File: src/rtl/stall_pkg.sv
// Shared types and default sizes for the clocked stall element.
//   in_state_t  : upstream handshake FSM states
//   out_state_t : downstream handshake FSM states
//   STALL_DEPTH_DEF / STALL_DATA_W_DEF : default FIFO depth and token width
package stall_pkg;

    localparam int unsigned STALL_DEPTH_DEF  = 3;
    localparam int unsigned STALL_DATA_W_DEF = 1;

    typedef enum logic {
        IN_IDLE,
        IN_ACK
    } in_state_t;

    typedef enum logic [1:0] {
        OUT_IDLE,
        OUT_REQ,
        OUT_RTZ
    } out_state_t;

endpackage

File: src/rtl/stall_sync2.sv
// Two-flop synchronizer for a single asynchronous control bit.
//   clk : sampling clock
//   rst : synchronous active-high reset, both flops clear to 0
//   d   : asynchronous input
//   q   : synchronized output, two edges behind d
module stall_sync2 (
    input  logic clk,
    input  logic rst,
    input  logic d,
    output logic q
);

    logic meta;

    always_ff @(posedge clk) begin
        if (rst) begin
            meta <= 1'b0;
            q    <= 1'b0;
        end else begin
            meta <= d;
            q    <= meta;
        end
    end

endmodule

File: src/rtl/stall_3_1_stage.sv
// Clocked stall element between two 4-phase req/ack pipeline stages.
// A DEPTH-entry FIFO absorbs back-pressure; upstream is stalled (ack held
// low) while the FIFO is full, downstream is served strictly in order.
// Optional macro STALL_3_1_SYNC_EN: route temp_req_in and temp_ack_in
// through 2-flop synchronizers; otherwise both are sampled directly.
// Ports:
//   clk, rst       : clock, synchronous active-high reset
//   temp_req_in    : upstream request
//   temp_data_in   : upstream token, valid while temp_req_in=1
//   temp_ack_out   : acknowledge to upstream
//   temp_req_out   : request to downstream
//   temp_data_out  : token to downstream, stable while temp_req_out=1
//   temp_ack_in    : acknowledge from downstream
module stall_3_1_stage
    import stall_pkg::*;
#(
    parameter int unsigned DEPTH  = STALL_DEPTH_DEF,
    parameter int unsigned DATA_W = STALL_DATA_W_DEF
) (
    input  logic              clk,
    input  logic              rst,
    input  logic              temp_req_in,
    input  logic [DATA_W-1:0] temp_data_in,
    output logic              temp_ack_out,
    output logic              temp_req_out,
    output logic [DATA_W-1:0] temp_data_out,
    input  logic              temp_ack_in
);

    localparam int unsigned PTR_W = (DEPTH > 1) ? $clog2(DEPTH) : 1;
    localparam int unsigned CNT_W = $clog2(DEPTH + 1);
    localparam logic [PTR_W-1:0] PTR_LAST = PTR_W'(DEPTH - 1);
    localparam logic [CNT_W-1:0] CNT_FULL = CNT_W'(DEPTH);

    logic              req_s;
    logic              ack_s;
    in_state_t         in_state;
    in_state_t         in_state_nxt;
    out_state_t        out_state;
    out_state_t        out_state_nxt;
    logic [DATA_W-1:0] mem [DEPTH];
    logic [PTR_W-1:0]  wr_ptr;
    logic [PTR_W-1:0]  rd_ptr;
    logic [CNT_W-1:0]  count;
    logic              full;
    logic              empty;
    logic              push;
    logic              pop;
    logic              load;

    // Input conditioning
`ifdef STALL_3_1_SYNC_EN
    stall_sync2 u_sync_req (.clk(clk), .rst(rst), .d(temp_req_in), .q(req_s));
    stall_sync2 u_sync_ack (.clk(clk), .rst(rst), .d(temp_ack_in), .q(ack_s));
`else
    assign req_s = temp_req_in;
    assign ack_s = temp_ack_in;
`endif

    function automatic logic [PTR_W-1:0] ptr_inc(input logic [PTR_W-1:0] p);
        return (p == PTR_LAST) ? '0 : p + PTR_W'(1);
    endfunction

    // Occupancy judged from the registered (pre-edge) count
    assign full  = (count == CNT_FULL);
    assign empty = (count == '0);

    // State registers
    always_ff @(posedge clk) begin
        if (rst) begin
            in_state  <= IN_IDLE;
            out_state <= OUT_IDLE;
        end else begin
            in_state  <= in_state_nxt;
            out_state <= out_state_nxt;
        end
    end

    // Upstream next state
    always_comb begin
        in_state_nxt = in_state;
        case (in_state)
            IN_IDLE: if (req_s && !full) in_state_nxt = IN_ACK;
            IN_ACK:  if (!req_s)         in_state_nxt = IN_IDLE;
            default:                     in_state_nxt = IN_IDLE;
        endcase
    end

    // Downstream next state; a stale ack in OUT_IDLE blocks a new request
    always_comb begin
        out_state_nxt = out_state;
        case (out_state)
            OUT_IDLE: if (!empty && !ack_s) out_state_nxt = OUT_REQ;
            OUT_REQ:  if (ack_s)            out_state_nxt = OUT_RTZ;
            OUT_RTZ:  if (!ack_s)           out_state_nxt = OUT_IDLE;
            default:                        out_state_nxt = OUT_IDLE;
        endcase
    end

    // FIFO strobes decoded from state and inputs
    always_comb begin
        push = 1'b0;
        pop  = 1'b0;
        load = 1'b0;
        if (in_state == IN_IDLE && req_s && !full)       push = 1'b1;
        if (out_state == OUT_REQ && ack_s)               pop  = 1'b1;
        if (out_state == OUT_IDLE && !empty && !ack_s)   load = 1'b1;
    end

    // Storage array, no reset needed
    always_ff @(posedge clk) begin
        if (push) mem[wr_ptr] <= temp_data_in;
    end

    // Pointers, occupancy and registered handshake outputs
    always_ff @(posedge clk) begin
        if (rst) begin
            wr_ptr        <= '0;
            rd_ptr        <= '0;
            count         <= '0;
            temp_ack_out  <= 1'b0;
            temp_req_out  <= 1'b0;
            temp_data_out <= '0;
        end else begin
            temp_ack_out <= (in_state_nxt == IN_ACK);
            temp_req_out <= (out_state_nxt == OUT_REQ);
            if (push) wr_ptr <= ptr_inc(wr_ptr);
            if (pop)  rd_ptr <= ptr_inc(rd_ptr);
            if (load) temp_data_out <= mem[rd_ptr];
            case ({push, pop})
                2'b10:   count <= count + CNT_W'(1);
                2'b01:   count <= count - CNT_W'(1);
                default: count <= count;
            endcase
        end
    end

endmodule

File: config.mk
export PLATFORM = sky130hd
export DESIGN_NAME = stall_3_1_stage
export DESIGN_NICKNAME = d
export VERILOG_FILES = /design/src/rtl/stall_pkg.sv /design/src/rtl/stall_sync2.sv /design/src/rtl/stall_3_1_stage.sv
export SDC_FILE = /design/constraint.sdc
export NUM_CORES = 1
export LEC_CHECK = 0
export CORE_UTILIZATION = 45
export CTS_CLUSTER_SIZE = 20
export DETAILED_ROUTE_END_ITERATION = 7
export GPL_TIMING_DRIVEN = 0
export PLACE_DENSITY = 0.7
export SKIP_LAST_GASP = 1
export SYNTH_ARGS = -nofsm -noshare
export SYNTH_HDL_FRONTEND = slang
export SYNTH_SLANG_ARGS = --single-unit
export TNS_END_PERCENT = 1
File: constraint.sdc
create_clock -name clk -period 1.5 [get_ports clk]
set_input_delay 0.225 -clock clk [delete_from_list [all_inputs] [get_ports clk]]
set_output_delay 0.225 -clock clk [all_outputs]
set_load 0.1 [all_outputs]
Word-level counts from Yosys, hierarchy flattened

Memories as Yosys holds them, arrays and structs flattened. A register that Yosys moved wholly into a read port is not among the register bits.
Cells that the tools add are included.

Register bits: 10
Latch bits: 0
Bits in writable memories: 3
Memory bits (read-only): 0
Input bits: 5
Output and inout bits: 3
Memories: 1

Memories:

| name | depth | bits a word | read ports | clocked after memory_dff | write ports | RTL line              | source |
|---|---|---|---|---|---|---|---|
| mem  | 3     | 1           | 1          | 1                        | 1           | stall_3_1_stage.sv:41 | `logic [DATA_W-1:0] mem [DEPTH];` |

Add/subtract/negate cells: 4
$mul: 0
Divide/modulo/power cells: 0
Order comparisons: 0
Eq/ne operators: 8
Shift-type cells: 0
Multiplexer cells: 15
Bitwise operators: 1
Reduce and logical (&&, ||, !) cells: 13

Operator list:

| kind                  | count |
|---|---|
| $eq A2 B2 Y1 const B  | 5 |
| $mux W2               | 5 |
| $logic_and A1 B1 Y1   | 7 |
| $mux W1               | 7 |
| $add A2 B1 Y2 const B | 3 |
| $eq A2 B1 Y1 const B  | 3 |
| $pmux W2 S3           | 1 |
| $logic_not A2 Y1      | 2 |
| $pmux W2 S2           | 1 |
| $logic_not A1 Y1      | 3 |
| $pmux W1 S2           | 1 |
| $reduce_bool A2 Y1    | 1 |
| $sub A2 B1 Y2 const B | 1 |
| $not A1 Y1            | 1 |

Depth between registers and ports, before layout

Gate-level depths: netlist of run 1.

Depth after elaboration: 6
Depth in mapped cells: 6

Least setup slack after synthesis of run 1

Ideal clock, no wire load.

Path type: reg2reg
Start: register, netlist name temp_ack_out
End: register count[1]
Setup time: 0.071 ns
Arrival: 2.055 ns
Required time: 1.429 ns
Slack: -0.626 ns
Cell stages (with the launch flop): 6
Cell sequence: dfxtp_1 nand2b_1 nand2b_1 ha_1 or3_1 a21oi_1

RTL lines:

| element              | RTL line               | source |
|---|---|---|
| to (signal assigned) | stall_3_1_stage.sv:131 | `2'b10: count <= count + CNT_W'(1);` |
| to (signal assigned) | stall_3_1_stage.sv:132 | `2'b01: count <= count - CNT_W'(1);` |
| to (signal assigned) | stall_3_1_stage.sv:133 | `default: count <= count;` |
| to (decl)            | stall_3_1_stage.sv:44  | `logic [CNT_W-1:0] count;` |

Final worst setup path of run 1

Start: register temp_req_out
End: output temp_req_out

RTL lines:

| element                | RTL line               | source |
|---|---|---|
| from (decl)            | stall_3_1_stage.sv:25  | `output logic temp_req_out,` |
| from (signal assigned) | stall_3_1_stage.sv:126 | `temp_req_out <= (out_state_nxt == OUT_REQ);` |

No word-level cell between the ends.

==> results.md, run 1 <==
* Number of detailed-route iterations in the first pass at 2
* Drt wl/cell at around 11 µm
* Crit path cell chain: clkdlybuf4s15_1
* Largest net degree at the start of global routing at 11
* CP arrival at between 1000 and 1500 ps
* Logic pwr share at 19.0%
* Least-Margin Pin Slew at between 900 and 1000 ps
* Setup ws final at -118 ps
* Period utilisation layout at 108%
* Fmax at approximately 0.6 GHz
* Synth top area cells: dfxtp_1, edfxtp_1, nor3b_1
* Worst VDD drop at slightly above 700 µV
* Fin nets at between 70 and 80
* Die height at approximately 38 µm
* Dominant cell type by area after synthesis: dfxtp_1
* RSZ-0062 raised after global routing: yes
* GPL Wtd Cong at between 0.6 and 0.7
* Synth Cell Area at 589 µm²
* Pwr dens at about 1100 nW/µm²
* Placed Instance Area at about 710 µm²
* Vias in the first global route at ~380
* Failing checks: negative setup slack
* Syn Area/Cell at slightly above 10 µm²
* Post-CTS Setup Repair Bufs at 0
* Initial Util at between 50% and 60%
* Async set-reset flop share out of synthesis at 0%
* Core Region at approximately 1200 µm²
* Cell variety after synth at 27
* Slowest CP cell: clkdlybuf4s15_1
* Seq pwr share at 54.3%
* CTS sink count at 14
* Post-DP HPWL at about 660 µm
* Worst slew margin at 37.6%
* First-pass GRT wire length at 1470 µm
* Final Max Slew Viols at 0
* Final total power at between 0.0007 and 0.0008 W
* Dpl ws at -353 ps
* Layout cells sized above 1 at a little under a fifth
* Sw power at 0.000231 W
* Die X at about 38 µm
* Die area at approximately 1500 µm²
* Std cell rows at 12
* CTS buffer count at 3
* FF-to-FF path depth at 6
* Commonest register cell after synthesis: dfxtp_1
* Initial antenna violation count at 0
* Worst Setup Start Kind: flop
* CTS max path bufs at 2
* PortBufs at 7
* Synth top area share at between 30% and 40%
* Hold depth at 2
* Fin. Hold Viols at 0
* Root buf cell: clkbuf_4
* Flops & latches, synth at 14
* Reg clk slew, reported paths at around 80 ps
* Post-Route WL at between 800 and 900 µm
* Synth-to-Final Area Change at 24.0%
* Int Power at about 0.00057 W
* Max_cap viols at 0
* Io pins at 8
* WP data required at between 1000 and 1500 ps
* Skew final at just under 1 ps
* Hold Path Class: reg -> reg
* CP top delay family: buffers and inverters
* Post-layout min period at 1620 ps
* Critical path depth at 1
* Post-synthesis sequential area ratio at 52.7%
* Final instance area at 731 µm²
* Power share of the clock group at between 20% and 30%
* DRT antenna net count at 0
* Switching Share at just under 30%
* Inserted Diodes at 0
* Grt ovf at 0
* YS warnings at 0
* Mapped Cells at 57
* Vias at around 430
* Final design utilization at 63.2%
* Skew-Pair Late Insertion Delay at ~270 ps
* Static leakage at around 0.27 nW
* GRT Util Overall at 15.4%
* 1st-iter DRT viols at 8
* Critical path fanouts, max at 1
* Vias per cell at 5.20
* H-tree depth at 1
* CP Class: reg -> out
* Post-synth net total at between 60 and 70
* CTS tree: built
* Outcome: finished with violations
* Worst path bufs/invs at 1
* Final setup viols at 2
* Crit path capture type: primary output
* CP peak stage delay at between 800 and 900 ps
* DRC at 0
* Post-synth EDFFs at 3
## worst paths after layout
| check | to | slack, ps | start |
|---|---|---|---|
| min | rd_ptr[0] | 500 | rd_ptr[0] |
| min reg2reg | rd_ptr[0] | 500 | rd_ptr[0] |
| max | temp_req_out | -120 | temp_req_out |
| max reg2reg | count[1] | -60 | out_state[1] |
## Yosys cell counts (2+ instances only)
| master | count |
|---|---|
| edfxtp_1 | 3 |
| nand2b_1 | 2 |
| or3_1 | 3 |
| nor2_1 | 3 |
| nand2_1 | 3 |
| o21ai_0 | 3 |
| inv_1 | 3 |
| nor3b_1 | 3 |
| nor4_1 | 2 |
| a21oi_1 | 4 |
| xnor2_1 | 2 |
| dfxtp_1 | 11 |
## logic make-up (layout without fill, tap and decap cells)
| group | after synthesis | in the layout | synth area share, % |
|---|---|---|---|
| AO/OA/AOI/OAI | 10 | 10 | 9.77 |
| XOR/XNOR | 3 | 3 | 4.46 |
| adder cells (fa/ha/maj) | 1 | 1 | 2.12 |
| buffers and inverters | 4 | 15 | 2.55 |
| flip-flops | 14 | 14 | 52.7 |
| multiplexers | 2 | 2 | 3.61 |
| AND/OR/NAND/NOR | 23 | 23 | 24.8 |
## routing by layer
layer | up-vias | share of wire, % | global-route usage [%] | routed length, µm
li1 | 225 | - | - | -
met1 | 193 | 51 | 19.4 | 453
met2 | 6 | 45 | 21.6 | 396
met3 | 2 | 2.9 | 3.49 | 26
met4 | 0 | 1.1 | 13.4 | 10
met5 | - | 0 | 0 | 0
## through the flow
| stage | cells | TNS [ps] | hold slack (ps) |
|---|---|---|---|
| detailed placement | 78 | -1220 | 481 |
| global route | 82 | -346 | 517 |
| global placement | 78 | -1180 | 468 |
| CTS | 82 | -418 | 492 |
| finish | 82 | -179 | 495 |
| floorplan | 57 | -55.5 | 304 |
## state kept, by name, indices dropped and copies added (netlist names)
register / flops
temp_ack_out: 1
out_state: 2
temp_req_out: 1
mem: 3
count: 2
wr_ptr: 2
rd_ptr: 2
temp_data_out: 1
## what timing repair did
action                     4_1_cts  5_1_grt
hold endpoints to repair         0        0
hold buffers                     0        0
setup endpoints to repair        4        3
resized for setup                5        3
## placed cells by master (no fill, tap or decap)
cell and instances:
or4b_4 1, edfxtp_1 3, nor2b_1 1, clkdlybuf4s15_1 1, clkbuf_1 1, nor3_1 1
clkbuf_4 3, dfxtp_4 1, o21ai_1 1, nand2b_4 2, nand2_1 3, and2_4 1
clkbuf_2 1, clkdlybuf4s15_2 1, clkinv_1 1, ha_4 1, nor4_1 2, o21ai_0 3
nor2_1 3, xnor2_1 2, nand3b_1 1, mux2i_1 1, nor3b_1 3, a21oi_1 4
mux2_2 1, or3b_1 1, inv_1 3, xor2_1 1, o41ai_1 1, clkdlybuf4s50_1 4
dfxtp_1 10, or3_1 3, a21oi_2 1, or4_1 1
## cell type report
cell class / count / area, µm²
tap: 14 / 17.5
multi-input combinational: 39 / 292
fill: 91 / 425
buffer: 1 / 3.75
timing repair buffer: 7 / 66.3
clock inverter: 1 / 3.75
clock buffer: 3 / 22.5
inverter: 3 / 11.3
sequential: 14 / 314
## power groups by stage
stage | Combinational, W | Clock, W | Sequential, W
floorplan | 0.0000759 | 0 | 0.000481
global placement | 0.000155 | 0 | 0.000441
detailed placement | 0.000156 | 0 | 0.000442
CTS | 0.000153 | 0.000219 | 0.000433
global route | 0.000164 | 0.000239 | 0.000437
finish | 0.000152 | 0.000213 | 0.000433
No activity file was read; power rests on OpenSTA's default activity.
==> run 2: changes to the inputs <==
--- a/config.mk
+++ b/config.mk
@@ -5,6 +5,7 @@
 export SDC_FILE = /design/constraint.sdc
 export NUM_CORES = 1
 export LEC_CHECK = 0
+export ABC_AREA = 1
 export CORE_UTILIZATION = 45
 export CTS_CLUSTER_SIZE = 20
 export DETAILED_ROUTE_END_ITERATION = 7
==> results.md, run 2 <==
* Commonest register cell after synthesis: dfxtp_1
* Crit Reg-Reg Startpoint: out_state[1]
* Crit path cell chain: dlygate4sd2_1
* FF-to-FF path depth at 8
* Mapped Cells at 75
* Vias in the first global route at between 400 and 500
* First-pass GRT wire length at between 1500 and 2000 µm
* Worst slew margin at 37.2%
* Setup crit start: temp_req_out
* Static leakage at around 0.32 nW
* Worst Setup Start Kind: flop
* Fin nets at 93
* Reg clk slew, reported paths at roughly 80 ps
* Die area at between 1000 and 1500 µm²
* DRC at 0
* Syn Area/Cell at approximately 8 µm²
* Most common cell after layout, fill and taps aside: inv_1
* Post-DP HPWL at about 690 µm
* CP peak stage delay at 840 ps
* CTS max path bufs at 2
* Period utilisation layout at 110%
* Final Max Slew Viols at 0
* Initial Util at between 50 and 60%
* Fin. Hold Viols at 0
* Max reg flops at 3
* CP top delay family: buffers and inverters
* Dpl ws at -197 ps
* H-tree depth at 1
* Slowest CP cell: dlygate4sd2_1
* Root buf cell: clkbuf_4
* Std cell rows at 12
* Failing checks: negative setup slack
* Io pins at 8
* Synth top area share at 36.5%
* Post-synth net total at 81
* Vias per cell at just under 5
* GRT Util Overall at between 15 and 20%
* Hold Path Class: reg -> reg
* CTS buffer count at 3
* Largest net degree at the start of global routing at 9
* Inserted Diodes at 0
* Placed Instance Area at just under 700 µm²
* Outcome: finished with violations
* Fmax at between 0.6 and 0.7 GHz
* Pwr dens at between 1000 and 1500 nW/µm²
* Skew-Pair Late Insertion Delay at about 280 ps
* Worst VDD drop at 588 µV
* Core Region at ~1200 µm²
* End of the critical path: temp_req_out
* Final instance area at 713 µm²
* Number of detailed-route iterations in the first pass at 2
* Biggest register: mem
* Cell variety after synth at 17
* CP Class: reg -> out
* Initial antenna violation count at 0
* 1st-iter DRT viols at 5
* R2R Path End: count[1]
* Final setup TNS at -156 ps
* CTS sink count at 14
* Hold depth at 2
* Most frequent cells in the layout: inv_1, nand2_1, dfxtp_1
* Synth top area cells: dfxtp_1, edfxtp_1, inv_1
* Layout cells sized above 1 at 15.1%
* Final design utilization at about three fifths
* Max_cap viols at 0
* Synth top cells by count: inv_1, dfxtp_1, nand2_1
* Setup ws final at -156 ps
* WP data required at ~1300 ps
* PortBufs at 7
* Crit path capture type: primary output
* CP arrival at between 1000 and 1500 ps
* Drt wl/cell at 9.07 µm
* Synth-to-Final Area Change at 18.3%
* DRT antenna net count at 0
* Final setup viols at 1
* GPL Wtd Cong at around 0.68
* Grt ovf at 0
* Post-synthesis sequential area ratio at just over 50%
* RSZ-0062 raised after global routing: yes
* Skew final at between 2 and 2.5 ps
* Post-layout min period at around 1700 ps
* Critical path fanouts, max at 1
* Die height at about 39 µm
* Worst path bufs/invs at 1
* Post-synth EDFFs at 3
* Most frequent cell after synthesis: inv_1
* Post-Route WL at approximately 900 µm
* Vias at 496
* CTS tree: built
* Async set-reset flop share out of synthesis at 0%
* YS warnings at 0
* Critical path depth at 1
* R2R setup slack at 170 ps
* Flops & latches, synth at 14
* Dominant cell type by area after synthesis: dfxtp_1
* Least-Margin Pin Slew at between 900 and 1000 ps
* Synth Cell Area at 603 µm²
* Die X at 38.6 µm
-- run 2: changes by cell type in the layout (fill, tap and decap cells not counted), moves of 2 or more --
cell,delta
or3_1,-3
nor2_1,+3
nor4_1,-2
nor3b_1,-3
nand2_1,+8
xnor2_1,-2
inv_1,+12
nor2_2,+2
nand2_2,+2
nand3_1,+4
nand4_1,+3
nand2b_4,-2
a21oi_1,+3
-- run 2: what timing repair did --
action                                  CTS  global route
endpoints found under the setup margin    3             2
hold buffers                              0             0
buffers inserted                          0             0
gates cloned                              0             0
gates resized for setup                   6             1
-- run 2: area by class of cell --
class | instances | area [µm²]
clock inverters | 1 | 3.75
flip-flops and latches | 14 | 312
well taps | 14 | 17.5
clock buffers | 3 | 22.5
fillers | 122 | 458
repair buffers | 7 | 65.1
inverters | 16 | 60.1
multi-input cells | 45 | 233
-- run 2: cell families after synthesis --
group                      share of synthesized area, %
AOI/OAI and AO/OA                                  10.2
adders and majority gates                          2.07
buffers and inverters                              9.96
DFF                                                51.5
and+or+nand+nor                                    26.3
-- run 2: how the worst min path moves through the flow --
stage	slack [ps]	to	start
finish	470	wr_ptr[1]	wr_ptr[1]
global route	510	wr_ptr[1]	wr_ptr[1]
CTS	470	wr_ptr[1]	wr_ptr[1]
detailed placement	460	wr_ptr[1]	wr_ptr[1]
global placement	450	wr_ptr[1]	wr_ptr[1]
floorplan	290	temp_ack_out	rst
-- run 2: worst min-delay path, delay by kind of cell (launching register included) --
kind / cells / cell delay [ps]
simple gates: 1 / 60
compound gates: 1 / 50
flops: 1 / 320
-- run 2: power by group --
group / leakage (nW) / switching [W] / internal [W]
logic: 0.183 / 0.000102 / 0.0000441
registers: 0.118 / 0.0000189 / 0.000410
clock network: 0.0154 / 0.000121 / 0.0000966
total: 0.316 / 0.000241 / 0.000551
-- run 2: per-stage QoR --
stage / power, W / std cells / hold slack (ps)
3_3_place_gp: 0.000587 / 96 / 453
6_report: 0.000792 / 100 / 469
5_1_grt: 0.000838 / 100 / 514
4_1_cts: 0.000806 / 100 / 471
2_1_floorplan: 0.000549 / 75 / 290
3_5_place_dp: 0.000589 / 96 / 459
-- run 2: layer usage --
layer  vias to the layer above  GRT usage (%)  wire length, µm
li1                        268              -                -
met1                       213           17.2              418
met2                        10           26.7              401
met3                         5           5.20               46
met4                         0           15.5               41
met5                         -              0                0
==> run 3: changes to the inputs <==
--- a/config.mk
+++ b/config.mk
@@ -6,11 +6,13 @@
 export NUM_CORES = 1
 export LEC_CHECK = 0
 export ABC_AREA = 1
-export CORE_UTILIZATION = 45
+export CORE_AREA = 2 2 39 41
 export CTS_CLUSTER_SIZE = 20
 export DETAILED_ROUTE_END_ITERATION = 7
+export DIE_AREA = 0 0 41 43
+export DONT_BUFFER_PORTS = 1
 export GPL_TIMING_DRIVEN = 0
-export PLACE_DENSITY = 0.7
+export RECOVER_POWER = 50
 export SKIP_LAST_GASP = 1
 export SYNTH_ARGS = -nofsm -noshare
 export SYNTH_HDL_FRONTEND = slang
==> results.md, run 3 (synthesized netlist as in run 2, its figures left out) <==
* Outcome: completed
* Synth-to-Final Area Change at 11.2%
* Post-DP HPWL at 716 µm
* DRC at 0
* Post-layout min period at approximately 1500 ps
* Register Area at around 310 µm²
* GPL Wtd Cong at approximately 0.7
* Hold WS at approximately 35 ps
* H-tree depth at 1
* Critical path fanouts, max at 2
* Core Region at ~1400 µm²
* Die area at 1760 µm²
* CTS tree: built
* Most frequent cells in the layout: inv_1, nand2_1, dfxtp_1
* Area of the multi-input gates at between 200 and 250 µm²
* CP arrival at approximately 1200 ps
* WP data required at about 1300 ps
* PortBufs at 0
* Post-CTS Setup Repair Bufs at 0
* Worst Hold Launch: temp_data_in
* Period utilisation layout at ~97%
* Skew final at 0.361 ps
* Reg clk slew, reported paths at about 80 ps
* Fmax at about 0.68 GHz
* Drt wl/cell at slightly above 10 µm
* Layout cells sized above 1 at 12.5%
* Number of detailed-route iterations in the first pass at 4
* Fillers at roughly 150
* RSZ-0062 raised after global routing: yes
* Dpl ws at -36.4 ps
* CTS max path bufs at 2
* Largest net degree at the start of global routing at 9
* CP Class: reg -> out
* Vias in the first global route at about 430
* Io pins at 8
* Max_cap viols at 0
* Post-Route WL at ~1000 µm
* Vias at 459
* First-pass GRT wire length at ~1700 µm
* Most common cell after layout, fill and taps aside: inv_1
* Pwr dens at ~1200 nW/µm²
* Final setup viols at 0
* Grt ovf at 0
* Crit path capture type: primary output
* GRT Util Overall at 14.4%
* Die X at ~41 µm
* Biggest register: mem
* Fin nets at between 80 and 90
* Std cell rows at 14
* Skew-Pair Late Insertion Delay at between 200 and 300 ps
* DRT antenna net count at 0
* Inserted Diodes at 0
* Die height at approximately 43 µm
* Final std cells w/o fill at 96
* Dpl cells at 91
* Least-Margin Pin Slew at 951 ps
* Setup crit start: temp_data_out
* CTS buffer count at 3
* Setup ws final at 38.4 ps
* Worst VDD drop at about 630 µV
* R2R setup slack at approximately 100 ps
* CTS sink count at 14
* 1st-iter DRT viols at 9
* Fin. Hold Viols at 0
* Crit Reg-Reg Startpoint: temp_ack_out
* Vias per cell at ~4.8
* Final Max Slew Viols at 0
* Hold Path Class: in -> reg
* Worst Setup Start Kind: flop
* Static leakage at between 0.2 and 0.3 nW
* Initial Util at between 40% and 50%
* Max reg flops at 3
* Worst slew margin at between 30% and 40%
* Initial antenna violation count at 0
* Root buf cell: clkbuf_4
==> run 3: routing by layer <==
layer  vias up  share of wire [%]  GRT usage (%)
li1        254                  -              -
met1       191                 51           18.9
met2        12                 39           18.4
met3         2                7.0           5.76
met4         0                2.1           10.0
met5         -                  0              0
==> run 3: cell type report <==
type / instances / share of cell area, %
tap: 16 / 2.99
sequential: 14 / 46.8
inverter: 16 / 8.96
timing repair buffer: 1 / 1.49
clock buffer: 4 / 5.41
multi-input combinational: 45 / 34.3
==> run 3: stage by stage <==
step	instance area (µm²)	power [W]	setup TNS (ps)	util (%)
floorplan	604	0.000549	0	-
CTS	673	0.000843	0	48.6
finish	671	0.000828	0	48.5
global route	671	0.000870	-14.8	48.5
global placement	624	0.000563	-34.4	45.1
detailed placement	624	0.000565	-36.4	45.1
==> run 3: worst paths after layout <==
path | to | cells past startpoint
max reg2reg | count[1] | 7
min | mem[1] | 0
min reg2reg | wr_ptr[1] | 2
max | temp_data_out | 0
==> run 3: where the power goes <==
part           internal, W  switching [W]  leakage, nW
Sequential        0.000409      0.0000677        0.118
Combinational    0.0000311      0.0000493        0.154
Clock             0.000148       0.000124       0.0210
Total             0.000588       0.000241        0.293
==> run 3: timing repair <==
action                     4_1_cts  5_1_grt
resized for setup                1        1
setup endpoints to repair        2        3
hold buffers                     1        0
hold endpoints to repair         6        0
